[src/rtl/wb_grf.sv]
// Write-back select and 32x32 register file. Reads, WD and trace are combinational;
// a commit lands in the file on the next clock edge. There is no backpressure: W_GRFWE=0 is a bubble.
module wb_grf (
  input  logic        clk,
  input  logic        RESET,
  input  logic        W_GRFWE,
  input  logic [1:0]  W_GRF_WD_W_Sel,
  input  logic [31:0] W_OP,
  input  logic [31:0] W_DM_Q,
  input  logic [31:0] W_ext32,
  input  logic [31:0] W_pc8,
  input  logic [4:0]  W_GRF_A3,
  input  logic [31:0] W_Exam_InstrAddr,
  input  logic [4:0]  D_GRF_A1,
  input  logic [4:0]  D_GRF_A2,
  output logic [31:0] D_GRF_RD1,
  output logic [31:0] D_GRF_RD2,
  output logic        Exam_GRF_WE,
  output logic [4:0]  Exam_GRF_A3,
  output logic [31:0] Exam_GRF_WD,
  output logic [31:0] Exam_InstrAddr,
  output logic [31:0] Q_WriteCount
);

  logic [31:0] rf_q [32];
  logic [31:0] wcnt_q, wcnt_d;
  logic [31:0] wd;
  logic        commit;
  logic        byp1, byp2;

  always_comb begin
    wd = W_OP;
    case (W_GRF_WD_W_Sel)
      2'b00:   wd = W_OP;
      2'b01:   wd = W_DM_Q;
      2'b10:   wd = W_ext32;
      default: wd = W_pc8;
    endcase
  end

  assign commit = !RESET && W_GRFWE && (W_GRF_A3 != 5'd0);

  // Bypass ignores RESET on purpose: the W register feeding us is zeroed during reset.
  assign byp1 = W_GRFWE && (W_GRF_A3 == D_GRF_A1);
  assign byp2 = W_GRFWE && (W_GRF_A3 == D_GRF_A2);

  always_comb begin
    D_GRF_RD1 = rf_q[D_GRF_A1];
    if (D_GRF_A1 == 5'd0)
      D_GRF_RD1 = 32'd0;
    else if (byp1)
      D_GRF_RD1 = wd;
  end

  always_comb begin
    D_GRF_RD2 = rf_q[D_GRF_A2];
    if (D_GRF_A2 == 5'd0)
      D_GRF_RD2 = 32'd0;
    else if (byp2)
      D_GRF_RD2 = wd;
  end

  always_ff @(posedge clk) begin
    if (RESET) begin
      for (int i = 0; i < 32; i++)
        rf_q[i] <= 32'd0;
    end else if (commit) begin
      rf_q[W_GRF_A3] <= wd;
    end
  end

  always_comb begin
    wcnt_d = wcnt_q;
    if (commit)
      wcnt_d = wcnt_q + 32'd1;
  end

  always_ff @(posedge clk) begin
    if (RESET)
      wcnt_q <= 32'd0;
    else
      wcnt_q <= wcnt_d;
  end

  assign Q_WriteCount   = wcnt_q;
  assign Exam_GRF_WE    = commit;
  assign Exam_GRF_A3    = W_GRF_A3;
  assign Exam_GRF_WD    = wd;
  assign Exam_InstrAddr = W_Exam_InstrAddr;

endmodule
[config.mk]
export PLATFORM = sky130hd
export DESIGN_NAME = wb_grf
export DESIGN_NICKNAME = d
export VERILOG_FILES = /design/src/rtl/wb_grf.sv
export SDC_FILE = /design/constraint.sdc
export NUM_CORES = 2
export LEC_CHECK = 0
export CAP_MARGIN = 10
export CORE_UTILIZATION = 54
export DETAILED_ROUTE_END_ITERATION = 8
export PLACE_DENSITY = 0.76
export SLEW_MARGIN = 5
export SYNTH_ARGS = -nofsm -noshare
export SYNTH_HDL_FRONTEND = slang
export SYNTH_SLANG_ARGS = --single-unit
[constraint.sdc]
create_clock -name clk -period 3.1 [get_ports clk]
set_clock_uncertainty 0.2 [all_clocks]
set_input_delay 0.465 -clock clk [delete_from_list [all_inputs] [get_ports clk]]
set_output_delay 0.465 -clock clk [all_outputs]
set_load 0.02 [all_outputs]
# Yosys cells after proc, flatten, opt, wreduce, memory -nomap -nowiden
# Memories as Yosys holds them, arrays and structs flattened.
# Index checks and enable logic that the tools add are counted.
op_classes:
  n_reduce_logical: 10
  add_sub_neg: 1
  muxes: 13
  eq_ne: 4
ops:
  columns: ["op", "count"]
  rows:
  - ["32-bit 2-to-1 mux", 5]
  - ["32-bit one-hot mux with 3 select lines", 1]
  - ["32-bit by 1-bit adder with 32-bit output (second input constant)", 1]
  - ["32-bit OR reduction", 1]
  - ["5-bit == test", 2]
  - ["5-bit zero test", 2]
  - ["1-bit 2-to-1 mux", 6]
  - ["5-bit 2-to-1 mux", 1]
  - ["5-bit nonzero test", 1]
  - ["1-bit logical AND", 4]
  - ["2-bit by 1-bit == test with 1-bit output (second input constant)", 1]
  - ["2-bit == test (second input constant)", 1]
  - ["2-bit zero test", 1]
  - ["1-bit zero test", 1]
word_totals:
  mem_count: 1
  out_inout_bits: 166
  inputBits: 180
  register_bits: 32
  elab_cells: 30
  ramBits: 1024
memory_table:
  columns: ["memory", "depth", "word_bits", "read_ports", "rd_clocked_by_memory_dff", "write_ports", "line_no", "rtl"]
  rows:
  - ["rf_q", 32, 32, 2, 0, 32, "25", "logic [31:0] rf_q [32];"]

# Logic depth before layout (Yosys ltp)
logic_depth:
  ltp_word: 8
  ltp_mapped: 11

# Worst setup path after synthesis
# Ideal clock, no wire load.
synth_path:
  path_kind: "input -> output"
  from: "input port W_GRF_A3[0]"
  to: "output port D_GRF_RD2[30]"
  required_time_ns: 2.435
  cell_stages: 10
  arrival_ns: 2.389
  path_buffers: 4
  path_slack_ns: 0.046
  cell_sequence: "buf_2 xor2_1 nor4_1 and3_1 buf_2 nand2b_1 buf_2 buf_2 o22ai_1 a211oi_1"
synth_via:
  elab_chain_len: 4
synth_rtl:
  columns: ["item", "line_no", "rtl"]
  rows:
  - ["start, declared", "12", "input logic [4:0] W_GRF_A3,"]
  - ["5-bit == test", "45", "assign byp2 = W_GRFWE && (W_GRF_A3 == D_GRF_A2);"]
  - ["1-bit logical AND", "45", null]
  - ["32-bit 2-to-1 mux", "59", "else if (byp2)"]
  - ["32-bit 2-to-1 mux", "57", "if (D_GRF_A2 == 5'd0)"]
  - ["end, declared", "17", "output logic [31:0] D_GRF_RD2,"]
# No other way between the ends.

==> key figures <==
CTS
  – CTS tree: built
  – CTS HTree Levels: 3
  – Clock Latency Late Sink: 740 ps
  – Clk slew on worst S/H paths: 70 ps
  – Clock Path Buffers: 3
  – Root Buffer: clkbuf_16
  – Total CTS buffers: 106
  – Clock sink total: 1056
  – Post-CTS Hold Buffers: 0

Pwr
  – Maximum VDD drop: 497 µV
  – PD cells: 528 nW/µm²
  – Leak: 26.3 nW
  – Tot Pwr: 37.6 mW

Timing
  – Worst Max-Slew Pin Slew: 988 ps
  – Slew headroom: 33.6%
  – Setup_tns: -11350 ps
  – Highest clock rate: 288 MHz
  – Final Hold Vio Count: 0
  – Tmin final: 3470 ps
  – Final setup margin: -374 ps
  – Tcrit/Tclk final: 112%
  – Final Slew Violations: 0
  – RSZ-0062 raised after global routing: yes
  – Final setup viols: 62

Drt
  – Vias per inst: 7.43
  – Initial DRC count: 9214
  – DRT antenna net count: 0
  – Avg WL per Cell: 37.8 µm
  – # DRC: 0
  – Drt first pass iters: 9
  – Vias: 44960
  – Total Routed Length: 229000 µm

Die
  – Row Count: 117
  – Core area: 102000 µm²
  – Initial Util: 54.6%
  – Die area: 104000 µm²
  – I/O pin total: 346
  – Die Span Y: 323 µm
  – Die Wd: 323 µm

Finish
  – Filler Cell Count: 6267
  – P&R area growth vs syn: 27.8%
  – Finished Layout Cells: 6051
  – Final #Nets: 4771
  – Sequential Area: 31400 µm²
  – Share of cells above drive strength 1: 37.7%
  – Area occupied by multi-input gates: 23800 µm²

Outcome
  – Failing checks: setup timing
  – Outcome: finished with violations

Synth
  – Post-synthesis instance total: 3970
  – Synth area leader: edfxtp_1
  – #FFs+latches synth: 1056
  – Most common cell in the netlist: nor2_1
  – Area share of the largest cell type after synthesis: 55.2%
  – Seq/Total Area, Yosys: 56.3%
  – Asr flop ratio synth: 0%
  – Main synth FF type: edfxtp_1
  – Post-Syn Area: 55700 µm²
  – Most frequent cells after synthesis: nor2_1 (1051), edfxtp_1 (1024), mux4_2 (515), clkbuf_1 (273), mux2i_1 (215)
  – Area contributors post-synth: edfxtp_1 (55%), mux4_2 (21%), nor2_1 (7.1%)
  – Avg Cell Area, Syn: 14.0 µm²
  – Yosys warnings: 0
  – Yosys cell types: 61
  – Number of synthesized flops with an enable pin: 1024

Worst setup path
  – Buf+Inv Stages, Crit Path: 1
  – Req. time, crit path: 2430 ps
  – Crit path kind: flip-flop to output port
  – CP arrival: 2810 ps
  – Worst Path Max Fanout: 2
  – Top cell by count, worst path: mux4_2
  – Reg2reg path depth: 8
  – CP Capture Type: output port
  – Crit-path slowest cell: mux4_2
  – Max incr delay on CP: 600 ps
  – Critical Path, Cell by Cell: mux4_2, mux4_2, o22ai_4, a211oi_2, buf_4
  – Crit path max-delay family: multiplexers
  – Crit path depth: 5
  – Worst Setup Start Kind: flip-flop

Placed design
  – GP Congestion: 0.990
  – Port Buf Inserts: 281
  – Number of cells after detailed placement: 5774
  – Dpl hpwl: 142000 µm
  – Dpl ws: -1020 ps

GRT
  – Initial antenna violation count: 3
  – First-pass GRT wire length: 311000 µm
  – Number of global-route vias before repair: 43896
  – Largest net degree at the start of global routing: 86
  – GR Util All Layers: 43.0%
  – Gr ovfl total: 0

Min path
  – Worst min path class: input port to flip-flop
  – Min-Delay Path Depth: 3

Flow run
  – Max_cap viols: 0
## placed cells by master (no fill, tap or decap), types with 25 or more instances in the layout
cell type / instances
a211oi_2: 37
buf_12: 196
buf_4: 437
buf_6: 50
clkbuf_16: 112
clkdlybuf4s50_1: 199
clkinv_1: 25
conb_1: 32
dfxtp_1: 32
edfxtp_1: 1024
inv_1: 35
mux2_2: 32
mux2i_1: 189
mux4_2: 515
nand2_1: 64
nand2_2: 35
nand2b_2: 32
nand3_1: 25
nor2_1: 1048
o21ai_2: 38
o22ai_2: 25
xor2_1: 32
## through the flow
| step | hold slack, ps | cell area (µm²) | util, % |
|---|---|---|---|
| global route | 64.3 | 71200 | 69.8 |
| finish | 15.8 | 71200 | 69.8 |
| floorplan | 413 | 55800 | - |
| detailed placement | 314 | 65200 | 63.9 |
| global placement | 297 | 65200 | 63.9 |
| CTS | 92.7 | 70200 | 68.8 |
## kinds of logic after synthesis
family,count (synthesis),share of synthesized area [%]
AO/OA/AOI/OAI,312,3.86
XOR/XNOR,41,0.644
adder cells (fa/ha/maj),1,0.0224
buffers and inverters,492,4.37
flip-flops,1056,56.3
multiplexers,763,25.3
other,1,0.00673
AND/OR/NAND/NOR,1304,9.43
## routing by layer
layer | part of all wire (%) | wire length, µm | track usage (%)
met1 | 29 | 66100 | 51.2
met2 | 41 | 94500 | 60.2
met3 | 20 | 45300 | 20.3
met4 | 9.9 | 22600 | 33.2
met5 | 0.12 | 265 | 0.324
## worst reg2reg max path, cell delays in order, from the launching register on
cell and delay, ps:
dfxtp_1 370, nor2b_1 150, buf_4 150, o311ai_0 160
buf_4 200, nor4_2 710, nand3_1 260, xor2_1 210
nor2_1 50
## flip-flops by register name, indices dropped and copies added (netlist names)
name and count:
rf_q 1024, Q_WriteCount 32
## power by group
part           internal (mW)  switching, mW  leakage, nW
registers               16.4          0.471         10.0
logic                   3.19           3.98         14.5
clock network           7.70           5.81         1.75
total                   27.3           10.3         26.3
## repair_timing
| item | 4_1_cts | 5_1_grt |
|---|---|---|
| pin swaps | 75 | 59 |
| setup buffers | 56 | 29 |
| cloned | 5 | 3 |
| endpoints found under the setup margin | 65 | 68 |
| resized for setup | 542 | 154 |
## path summary, 6_finish.rpt
check                                       from                to  slack, ps
worst max-delay path                 rf_q[27][5]      D_GRF_RD2[5]       -370
worst min-delay path                       RESET  Q_WriteCount[25]         20
worst max register to register   Q_WriteCount[9]  Q_WriteCount[28]        520
worst min register to register  Q_WriteCount[31]  Q_WriteCount[31]        340
## layout make-up
type	count	share of cell area [%]
Sequential cell	1056	44.1
Multi-Input combinational cell	2453	33.4
Timing Repair Buffer	935	14.8
Clock buffer	134	4.06
Tap cell	1368	2.40
Clock inverter	63	0.986
Inverter	38	0.204
Antenna cell	4	0.0141
Power figures use the tool's default switching activity.
